==> src/rtl/mips_defs.sv <==
// Shared definitions for the MIPS fetch path: op encodings for the
// PC sequencer and the address/jump-field widths.
package mips_defs;

  localparam int ADDR_W = 32;
  localparam int JUMP_W = 26;

  typedef enum logic [2:0] {
    OP_NEXT = 3'd0,
    OP_J    = 3'd1,
    OP_JR   = 3'd2,
    OP_BGT  = 3'd3,
    OP_JAL  = 3'd4,
    OP_RET  = 3'd5,
    OP_RSV6 = 3'd6,
    OP_RSV7 = 3'd7
  } op_e;

endpackage

==> src/rtl/ras_stack.sv <==
// Circular return-address stack: pushes past capacity overwrite the
// oldest entry, and pops of an empty stack are ignored but reported.
module ras_stack #(
  parameter int DEPTH = 4,
  parameter int WIDTH = 32
) (
  input  logic             clk,
  input  logic             rst_n,
  input  logic             push,
  input  logic             pop,
  input  logic [WIDTH-1:0] push_data,
  output logic [WIDTH-1:0] top,
  output logic             empty,
  output logic             full,
  output logic             overflow_evt,
  output logic             underflow_evt
);

  localparam int PTR_W = $clog2(DEPTH);
  localparam int CNT_W = PTR_W + 1;

  logic [WIDTH-1:0] mem [DEPTH];
  logic [PTR_W-1:0] ptr;     // next slot to write; top entry sits just below
  logic [CNT_W-1:0] count;

  assign empty         = (count == '0);
  assign full          = (count == CNT_W'(DEPTH));
  assign top           = mem[ptr - PTR_W'(1)];
  assign overflow_evt  = push && full;
  assign underflow_evt = pop && !push && empty;

  always_ff @(posedge clk or negedge rst_n) begin
    if (!rst_n) begin
      ptr   <= '0;
      count <= '0;
    end else if (push) begin
      ptr <= ptr + PTR_W'(1);
      if (!full) count <= count + CNT_W'(1);
    end else if (pop && !empty) begin
      ptr   <= ptr - PTR_W'(1);
      count <= count - CNT_W'(1);
    end
  end

  // NOTE: the entry array has no reset; count guarantees no stale entry is ever consumed.
  always_ff @(posedge clk) begin
    if (push) mem[ptr] <= push_data;
  end

endmodule

==> src/rtl/pc_sequencer.sv <==
// Program counter and next-PC generator: sequential advance, J/JR/BGT,
// JAL/RET via a return-address stack, with stall and sticky error flags.
module pc_sequencer
  import mips_defs::*;
#(
  parameter logic [ADDR_W-1:0] RESET_PC   = 32'h0000_0000,
  parameter int                RAS_DEPTH  = 4,
  parameter bit                BGT_SIGNED = 1'b1
) (
  input  logic              clk,
  input  logic              rst_n,
  input  logic              stall,
  input  logic [2:0]        op,
  input  logic [JUMP_W-1:0] jump_target,
  input  logic [15:0]       branch_offset,
  input  logic [ADDR_W-1:0] rs_val,
  input  logic [ADDR_W-1:0] rt_val,
  output logic [ADDR_W-1:0] pc,
  output logic [ADDR_W-1:0] pc_plus4,
  output logic [ADDR_W-1:0] link_addr,
  output logic              redirect,
  output logic              ras_empty,
  output logic              ras_full,
  output logic              ras_overflow,
  output logic              ras_underflow,
  output logic              misaligned
);

  op_e               opCode;
  logic [ADDR_W-1:0] pcReg, linkReg, nextPc, rasTop;
  logic [ADDR_W-1:0] jTarget, rsTarget, branchTarget;
  logic              redirectReg, redirectNext;
  logic              overflowReg, underflowReg, misalignedReg, misalignedEvt;
  logic              rasPush, rasPop, rasOverflowEvt, rasUnderflowEvt;
  logic              bgtTaken;

  assign opCode       = op_e'(op);
  assign pc_plus4     = pcReg + 32'd4;
  assign jTarget      = {pc_plus4[31:28], jump_target, 2'b00};
  assign rsTarget     = {rs_val[31:2], 2'b00};
  assign branchTarget = pc_plus4 + {{14{branch_offset[15]}}, branch_offset, 2'b00};
  assign bgtTaken     = BGT_SIGNED ? ($signed(rs_val) > $signed(rt_val)) : (rs_val > rt_val);

  // NOTE: every output of this block gets a default first, so no path can infer a latch.
  always_comb begin
    nextPc        = pc_plus4;
    redirectNext  = 1'b0;
    rasPush       = 1'b0;
    rasPop        = 1'b0;
    misalignedEvt = 1'b0;
    if (!stall) begin
      case (opCode)
        OP_J: begin
          nextPc       = jTarget;
          redirectNext = 1'b1;
        end
        OP_JR: begin
          nextPc        = rsTarget;
          redirectNext  = 1'b1;
          misalignedEvt = |rs_val[1:0];
        end
        OP_BGT: begin
          if (bgtTaken) nextPc = branchTarget;
          redirectNext = bgtTaken;
        end
        OP_JAL: begin
          nextPc       = jTarget;
          redirectNext = 1'b1;
          rasPush      = 1'b1;
        end
        OP_RET: begin
          // Only the rs_val fallback can be misaligned; stacked entries are pc+4 values.
          rasPop        = 1'b1;
          nextPc        = ras_empty ? rsTarget : rasTop;
          misalignedEvt = ras_empty && (|rs_val[1:0]);
          redirectNext  = 1'b1;
        end
        default: ;
      endcase
    end
  end

  ras_stack #(
    .DEPTH (RAS_DEPTH),
    .WIDTH (ADDR_W)
  ) u_ras (
    .clk           (clk),
    .rst_n         (rst_n),
    .push          (rasPush),
    .pop           (rasPop),
    .push_data     (pc_plus4),
    .top           (rasTop),
    .empty         (ras_empty),
    .full          (ras_full),
    .overflow_evt  (rasOverflowEvt),
    .underflow_evt (rasUnderflowEvt)
  );

  always_ff @(posedge clk or negedge rst_n) begin
    if (!rst_n) begin
      pcReg         <= RESET_PC;
      linkReg       <= '0;
      redirectReg   <= 1'b0;
      overflowReg   <= 1'b0;
      underflowReg  <= 1'b0;
      misalignedReg <= 1'b0;
    end else begin
      redirectReg <= redirectNext;
      if (!stall)          pcReg         <= nextPc;
      if (rasPush)         linkReg       <= pc_plus4;
      if (rasOverflowEvt)  overflowReg   <= 1'b1;
      if (rasUnderflowEvt) underflowReg  <= 1'b1;
      if (misalignedEvt)   misalignedReg <= 1'b1;
    end
  end

  assign pc            = pcReg;
  assign link_addr     = linkReg;
  assign redirect      = redirectReg;
  assign ras_overflow  = overflowReg;
  assign ras_underflow = underflowReg;
  assign misaligned    = misalignedReg;

endmodule

==> config.mk <==
export PLATFORM = sky130hd
export DESIGN_NAME = pc_sequencer
export DESIGN_NICKNAME = d
export VERILOG_FILES = /design/src/rtl/mips_defs.sv /design/src/rtl/ras_stack.sv /design/src/rtl/pc_sequencer.sv
export SDC_FILE = /design/constraint.sdc
export NUM_CORES = 1
export LEC_CHECK = 0
export CORE_ASPECT_RATIO = 1.4
export CORE_MARGIN = 5
export CORE_UTILIZATION = 54
export DETAILED_ROUTE_END_ITERATION = 8
export DONT_BUFFER_PORTS = 1
export HOLD_SLACK_MARGIN = 0.05
export PLACE_DENSITY = 0.72
export SLEW_MARGIN = 20
export SYNTH_ARGS = -nofsm -noshare
export SYNTH_HDL_FRONTEND = slang
export SYNTH_SLANG_ARGS = --single-unit
==> constraint.sdc <==
create_clock -name clk -period 4.5 [get_ports clk]
set_input_delay 0.45 -clock clk [delete_from_list [all_inputs] [get_ports clk]]
set_output_delay 0.45 -clock clk [all_outputs]
set_load 0.05 [all_outputs]
* Yosys cells after proc, flatten, opt, wreduce, memory -nomap -nowiden
Memory sizes are Yosys's and may differ from the RTL's. Cells that the tools add are included.
Storage, ports and cells: register bits after elaboration 73, bits of input ports 112, output and inout bits 102, memory bits (writable) 128, memories 1
Cells by class: multiplexer cells 18, order comparisons 1, eq/ne operators 7, $add $sub $neg 6, reduce and logical (&&, ||, !) cells 13
Memories:
- u_ras.mem | depth 4, width 32, rd ports 1, clocked after memory_dff 0, write ports 1, line ras_stack.sv:22 | logic [WIDTH-1:0] mem [DEPTH];
Operators with widths (number):
- one-hot mux 32 bit (4 select lines) | 1
- two-way mux 32 bit | 2
- adder 32 x 3 -> 32 bit (second input constant) | 1
- adder 32 bit | 1
- greater-than comparator 32 bit | 1
- equality test 3 bit (second input constant) | 3
- two-way mux 3 bit | 3
- two-way mux 1 bit | 8
- equality test 3 x 2 -> 1 bit (second input constant) | 2
- logical AND 1 bit | 5
- two-way mux 2 bit | 2
- one-hot mux 1 bit (2 select lines) | 2
- OR reduction 2 bit | 2
- OR reduction 4 bit | 1
- adder 3 x 1 -> 3 bit (second input constant) | 1
- equality test 3 x 1 -> 1 bit (second input constant) | 1
- zero test 3 bit | 1
- subtractor 3 x 1 -> 3 bit (second input constant) | 1
- adder 2 x 1 -> 2 bit (second input constant) | 1
- zero test 1 bit | 2
- inequality test 2 bit (second input constant) | 1
- AND reduction 2 bit | 1
- nonzero test 2 bit | 1
- subtractor 2 x 1 -> 2 bit (second input constant) | 1

* Longest topological paths before layout
Gate-level depths: netlist of the first run.
word-level depth 6, depth in mapped cells 18, gate-level depth less buffers 18

* Cells and area by module
A second synthesis of the first run with hierarchy kept.
Second synthesis, totals: cells, all modules 1050, area, all modules 11828.8 um^2
By module, submodules not included:
- pc_sequencer | area each 6756.5 um^2, times used 1, seq. area each 1701.6 um^2, cells an instance 835
- ras_stack | area each 5072.4 um^2, times used 1, seq. area each 3968.8 um^2, cells an instance 215

* Least setup slack after synthesis of the first run
OpenSTA, ideal clock, no wires.
path type flip-flop to flip-flop, start point register pcReg[2] (netlist: pc[2]), end point register pcReg[29] (netlist: pc[29]), data arrival time 4.622 ns, data required time 4.378 ns, stages on the path, launching flop included 18, period minus slack after synthesis 4.744 ns, setup time 0.122 ns, setup slack -0.244 ns, path through dfrtp_1 -> ha_1 -> nand4_1 -> nor2_1 -> nand2b_4 -> nor2_1 -> nand2_1 -> xnor2_1 -> ha_1 -> a21oi_1 -> o21ai_0 -> a21o_1 -> a21o_1 -> a21oi_1 -> o41ai_1 -> a21oi_1 -> xor2_1 -> o2bb2ai_1
On the way: longest elaborated chain between the ends 4
RTL lines:
- start, declared | line pc_sequencer.sv:30 | logic [ADDR_W-1:0] pcReg, linkReg, nextPc, rasTop;
- start signal, assigned | line pc_sequencer.sv:109 | if (!stall) pcReg <= nextPc;
- adder 32 x 3 -> 32 bit | line pc_sequencer.sv:38 | assign pc_plus4 = pcReg + 32'd4;
- net pc_plus4[24] | line pc_sequencer.sv:19 | output logic [ADDR_W-1:0] pc_plus4,
- adder 32 bit | line pc_sequencer.sv:41 | assign branchTarget = pc_plus4 + {{14{branch_offset[15]}}, branch_offset, 2'b00};
- two-way mux 32 bit | line pc_sequencer.sv:63 | if (bgtTaken) nextPc = branchTarget;
- one-hot mux 32 bit (4 select lines) | line pc_sequencer.sv:52 | case (opCode)
The timed path passes the listed nets, and every way through them passes these cells. A chain may end at the register's enable or synchronous reset.

* Final worst setup path of the first run
start point register pcReg[3] (netlist: pc[3]), end point register pcReg[29] (netlist: pc[29])
On the way: longest elaborated chain between the ends 4
RTL lines (line):
- adder 32 x 3 -> 32 bit (*) | pc_sequencer.sv:38
- adder 32 bit | pc_sequencer.sv:41
- two-way mux 32 bit | pc_sequencer.sv:63
- one-hot mux 32 bit (4 select lines) (*) | pc_sequencer.sv:52
Mark *: on every way between the ends. The rest lies on a longest branch, timed or not.

==> flow_summary.json, run 1 <==
{
  "run_status": "finished, final reports clean",
  "finalCritPeriodShare_pct": 86.7,
  "dieArea_um2": 24700,
  "critPathMaxStageDelay_ps": 380,
  "yosysWarningCount": 0,
  "grt_pass1_wl_um": 56600,
  "htree_levels": 1,
  "drt_iter0_markers": 996,
  "antenna_found_initial": 2,
  "swShare_pct": 43.9,
  "die_w_um": 134,
  "initial_core_util_pct": 54.9,
  "clkTransAtPathRegs_ps": 70,
  "grt.total_usage_pct": 30.1,
  "dp_cells": 1364,
  "overflow": 0,
  "cp.arrival_ps": 4290,
  "drive_above_1_share_pct": 14.8,
  "criticalPathCategory": "reg2reg",
  "syn_area_um2": 11700,
  "p_int_mw": 4.54,
  "power.leakage_nw": 5.41,
  "worstSkewPairLatency_ps": 500,
  "synth_fp_nets": 1273,
  "clockBufferDepth": 3,
  "worst-path-max-fanout": 5,
  "wl_per_cell_um": 26.9,
  "drv_slew": 0,
  "pwr-share-seq_pct": 36.0,
  "synth_flop_cell": "edfxtp_1",
  "grt_pass1_vias": 9397,
  "wl_met3_um": 3740,
  "cts.sinks": 201,
  "finalSetupViolCount": 0,
  "pwr-share-clk_pct": 22.2,
  "root_buffer": "clkbuf_16",
  "met1Wirelength_um": 12900,
  "hpwlAfterDp_um": 27400,
  "area_delta_synth_final_pct": 12.9,
  "setup_tns_ps": 0,
  "required_ps": 4890,
  "skew_ps": 8.89,
  "stdcell_count": 1407,
  "highest_layer": "met4",
  "cp_top_family": "compound AO/OA/AOI/OAI gates",
  "die_y_um": 184,
  "ys_types": 71,
  "dr.pass1.iters": 6,
  "peakVddDrop_mv": 0.362,
  "final_nets": 1316,
  "worst_slew_pin_slew_ps": 1090,
  "vias_per_cell": 6.57,
  "worst_setup_path_start_kind": "register",
  "cp_num_buf_inv": 0,
  "core_um2": 21300,
  "grt_max_degree": 74,
  "syn-instance-count": 1087,
  "crit_chain": "ha_1, nand4_1, nor2_1, nand2b_4, nor2_1, nand2_1, xnor2_2, ha_1, a21oi_1, o21ai_0, a21o_1, a21o_1, a21oi_1, o41ai_1, a21oi_1, xor2_1, o2bb2ai_1",
  "async_reset_ff_share_pct": 36.3,
  "gp_congestion": 0.975,
  "endpoint_kind": "register",
  "wl_um": 37900,
  "dpl-instance-area_um2": 12400,
  "slew_headroom_pct": 27.4,
  "powerDensity_nw_per_um2": 613,
  "crit_slowest_cell": "dfrtp_1",
  "drc": 0,
  "row_count": 63,
  "post_cts_resized": 0,
  "cts_made_buffers": 21,
  "cts_tree": "yes",
  "stdcell_area_um2": 13200,
  "ys_seq_area_share_pct": 48.6,
  "crit_path_frequent_cell": "a21oi_1",
  "final_common_cell": "nand2_1",
  "post_synth.cell_area_avg_um2": 10.7,
  "rsz0062_at_grt": "false",
  "portBuffers": 0,
  "hold_viol": 0,
  "power_switching_mw": 3.55,
  "period_needed_ps": 3900,
  "num_vias": 9247,
  "synth_edf_count": 128,
  "ctsHoldBuffers": 3,
  "ant_nets": 0,
  "max-cap-violations": 0,
  "p_comb_share_pct": 41.7,
  "boundaryPins": 214,
  "hp-class": "in2reg",
  "wl_met2_um": 19300,
  "postCtsSetupRepairBufs": 0,
  "n_fill_cell": 1733,
  "final_cell_mix": "nand2_1 (138), edfxtp_1 (128), a21oi_1 (90), ha_1 (72), dfrtp_1 (72)",
  "fmax_mhz": 256,
  "ys_seq_elements": 201,
  "fin_util_pct": 61.9
}
[final cells by class]
| cell class | count | area (um^2) | share of cell area (%) |
|---|---|---|---|
| flip-flops and latches | 201 | 5670 | 43.0 |
| multi-input cells | 766 | 5640 | 42.8 |
| repair buffers | 73 | 586 | 4.44 |
| clock buffers | 26 | 554 | 4.20 |
| well taps | 260 | 325 | 2.47 |
| inverters | 67 | 251 | 1.91 |
| clock inverters | 12 | 146 | 1.11 |
| diodes | 2 | 5.00 | 0.0380 |
[metrics by stage]
| stage | setup slack (ps) | power, mW | hold slack [ps] |
|---|---|---|---|
| 6_report | 597 | 8.09 | 79.0 |
| 3_5_place_dp | 633 | 6.28 | 157 |
| 4_1_cts | 630 | 8.09 | 70.7 |
| 3_3_place_gp | 622 | 6.23 | 157 |
| 2_1_floorplan | 43.4 | 5.30 | 154 |
| 5_1_grt | 202 | 8.45 | 83.3 |
[routing by layer]
metal | vias up | GRT usage, %
met5 | - | 0
met4 | 0 | 14.1
met3 | 97 | 6.87
met2 | 508 | 52.5
met1 | 4524 | 35.2
li1 | 4118 | -
[sequential cells by signal (all words and copies together), names as in the netlist]
name,count
u_ras.mem,128
link_addr,32
pc,32
u_ras.count,3
u_ras.ptr,2
misaligned,1
ras_overflow,1
ras_underflow,1
redirect,1
[power groups by stage]
stage,logic (mW),registers (mW),clock network [mW]
2_1_floorplan,2.20,3.10,0
3_3_place_gp,3.29,2.94,0
3_5_place_dp,3.33,2.95,0
4_1_cts,3.37,2.91,1.81
5_1_grt,3.61,2.94,1.90
6_report,3.37,2.91,1.80
[synth_stat cells (5+ instances only)]
cell type  instances  share of area (%)
and3_1            13               0.70
a21o_1            27                1.7
clkbuf_1          38                1.2
o211ai_1          14               0.90
inv_1             67                2.2
nand4_1           12               0.64
xnor2_1           33                2.5
a21oi_1           91                3.9
and2_1             7               0.38
o22ai_1           19                1.0
nand2_1          138                4.4
ha_1              72                7.7
a221oi_1           5               0.38
o21ai_0           49                2.1
a31oi_1           24                1.3
nor2_1            52                1.7
buf_2             10               0.43
nand3_1           28                1.2
a221o_1            5               0.43
o21ai_1            8               0.34
edfxtp_1         128                 33
dfrtp_1           73                 16
a22oi_1           19                1.2
nor3_1            13               0.56
mux4_2            32                6.2
xor2_1            21                1.6
nor2b_1           10               0.54
[worst paths after layout]
kind                                     start             end  slack (ps)  depth (start not counted)
worst max-delay path                     pc[3]          pc[29]         600                         17
worst min-delay path                     stall          pc[13]          80                          2
worst max register to register           pc[3]          pc[29]         600                         17
worst min register to register  u_ras.count[2]  u_ras.count[2]         520                          1
max in group asynchronous                rst_n          pc[30]        3580                          2
min in group asynchronous                rst_n   link_addr[18]         530                          2
[kinds of logic (layout without fill, tap and decap cells)]
family	Yosys count	count (layout)	synth area share [%]
xor+xnor	56	56	4.43
fa+ha+maj	75	75	8.14
flops	201	201	48.6
compound gates	300	300	16.2
simple gates	298	298	12.0
buf+inv	120	178	4.06
mux	37	37	6.62
other cells	0	2	0
Note: power is estimated with default switching activity, not from simulation.
==> inputs of run 2 (changes only) <==
--- a/config.mk
+++ b/config.mk
@@ -6,12 +6,12 @@
 export NUM_CORES = 1
 export LEC_CHECK = 0
 export CORE_ASPECT_RATIO = 1.4
-export CORE_MARGIN = 5
 export CORE_UTILIZATION = 54
 export DETAILED_ROUTE_END_ITERATION = 8
 export DONT_BUFFER_PORTS = 1
 export HOLD_SLACK_MARGIN = 0.05
 export PLACE_DENSITY = 0.72
+export RECOVER_POWER = 25
 export SLEW_MARGIN = 20
 export SYNTH_ARGS = -nofsm -noshare
 export SYNTH_HDL_FRONTEND = slang
==> flow_summary.json, run 2 (synthesis results as in run 1) <==
{
  "run_status": "complete, but fails checks",
  "failed_checks": "max-capacitance violations, max-slew violations",
  "core_um2": 21200,
  "drc": 0,
  "grt_max_degree": 74,
  "hp-class": "in2reg",
  "worstSkewPairLatency_ps": 510,
  "portBuffers": 0,
  "endpoint_kind": "register",
  "cp.arrival_ps": 4600,
  "pwr-share-seq_pct": 37.8,
  "grt_pass1_wl_um": 55000,
  "die_y_um": 176,
  "drive_above_1_share_pct": 13.0,
  "hold_viol": 0,
  "post_cts_resized": 0,
  "powerDensity_nw_per_um2": 608,
  "period_needed_ps": 4200,
  "cts.sinks": 201,
  "fmax_mhz": 238,
  "row_count": 63,
  "final_common_cell": "nand2_1",
  "p_int_mw": 4.34,
  "required_ps": 4900,
  "max-cap-violations": 2,
  "peakVddDrop_mv": 0.363,
  "vias_per_cell": 6.65,
  "p_comb_share_pct": 41.1,
  "worst_setup_path_start_kind": "register",
  "cts_made_buffers": 21,
  "wl_um": 37000,
  "ant_nets": 0,
  "power_switching_mw": 3.56,
  "top_register": "u_ras.mem",
  "power.leakage_nw": 5.29,
  "num_vias": 9358,
  "dieArea_um2": 22200,
  "dr.pass1.iters": 5,
  "finalSetupViolCount": 0,
  "largest_reg_flops": 128,
  "final_nets": 1314,
  "slew_headroom_pct": -32.9,
  "root_buffer": "clkbuf_16",
  "final_cell_mix": "nand2_1 (138), edfxtp_1 (128), a21oi_1 (90), ha_1 (72), dfrtp_1 (72)",
  "boundaryPins": 214,
  "htree_levels": 1,
  "antenna_found_initial": 4,
  "drt_iter0_markers": 822,
  "wl_per_cell_um": 26.3,
  "postCtsSetupRepairBufs": 0,
  "criticalPathCategory": "reg2reg",
  "pwr-share-clk_pct": 21.0,
  "die_w_um": 126,
  "gp_congestion": 0.957,
  "grt_pass1_vias": 9301,
  "ctsHoldBuffers": 3,
  "clockBufferDepth": 3,
  "cts_tree": "yes",
  "finalCritPeriodShare_pct": 93.4,
  "dp_cells": 1362,
  "grt.total_usage_pct": 33.3,
  "swShare_pct": 45.1,
  "hpwlAfterDp_um": 27600,
  "setup_tns_ps": 0,
  "worst_slew_pin_slew_ps": 1990,
  "clkTransAtPathRegs_ps": 70,
  "rsz0062_at_grt": "false",
  "worst-path-max-fanout": 5,
  "initial_core_util_pct": 55.1,
  "stdcell_count": 1407,
  "drv_slew": 77,
  "overflow": 0,
  "skew_ps": 16.4,
  "area_delta_synth_final_pct": 11.4
}
[run 2: final cells by class]
type	instances	area, um^2
Fill cell	1754	8200
Sequential cell	201	5670
Multi-Input combinational cell	766	5630
Clock buffer	27	568
Timing Repair Buffer	71	475
Tap cell	260	325
Inverter	67	251
Clock inverter	11	73.8
Antenna cell	4	10.0
[run 2: final timing paths]
| path | start | to | slack [ps] | cells past startpoint |
|---|---|---|---|---|
| worst max register to register | pc[20] | pc[29] | 300 | 16 |
| max in group asynchronous | rst_n | u_ras.ptr[0] | 2170 | 2 |
| worst min register to register | u_ras.count[2] | u_ras.count[2] | 530 | 1 |
| worst max-delay path | pc[20] | pc[29] | 300 | 16 |
| worst min-delay path | stall | pc[21] | 80 | 2 |
| min in group asynchronous | rst_n | ras_overflow | 1030 | 2 |
[run 2: power by group through the flow]
stage	clock network [mW]	registers, mW	logic, mW
after floorplan	0	3.10	2.20
after global placement	0	3.02	3.24
after detailed placement	0	3.02	3.25
after CTS	1.67	2.99	3.28
after global routing	1.74	3.02	3.47
final	1.66	2.99	3.25
[run 2: worst max-delay path: stages, from the launching register on]
cell       delay (ps)
dfrtp_1           330
clkbuf_1          640
and3_1            290
nand3_1           140
nor2_1            400
nand2_1           190
xnor2_2           320
ha_1              320
a21oi_1           270
o21ai_0           150
a21o_1            190
a21o_1            160
a21oi_1           130
o41ai_1            90
a21oi_1           190
xor2_1            180
o2bb2ai_1          90
[run 2: routing by layer]
metal,up-vias,track usage (%),wire [um]
met1,4580,36.8,12600
met5,-,0,0
met3,139,8.52,3550
li1,4110,-,-
met2,529,58.1,18800
met4,0,19.2,2120
[run 2: through the flow]
step	total power [mW]	setup WS (ps)	hold WS (ps)	util [%]	cell area, um^2
after global routing	8.22	109	74.7	61.3	13000
after global placement	6.26	451	156	58.5	12400
final	7.90	295	75.0	61.3	13000
after detailed placement	6.28	569	156	58.5	12400
after CTS	7.94	552	71.2	61.7	13100
after floorplan	5.30	43.4	154	-	11700
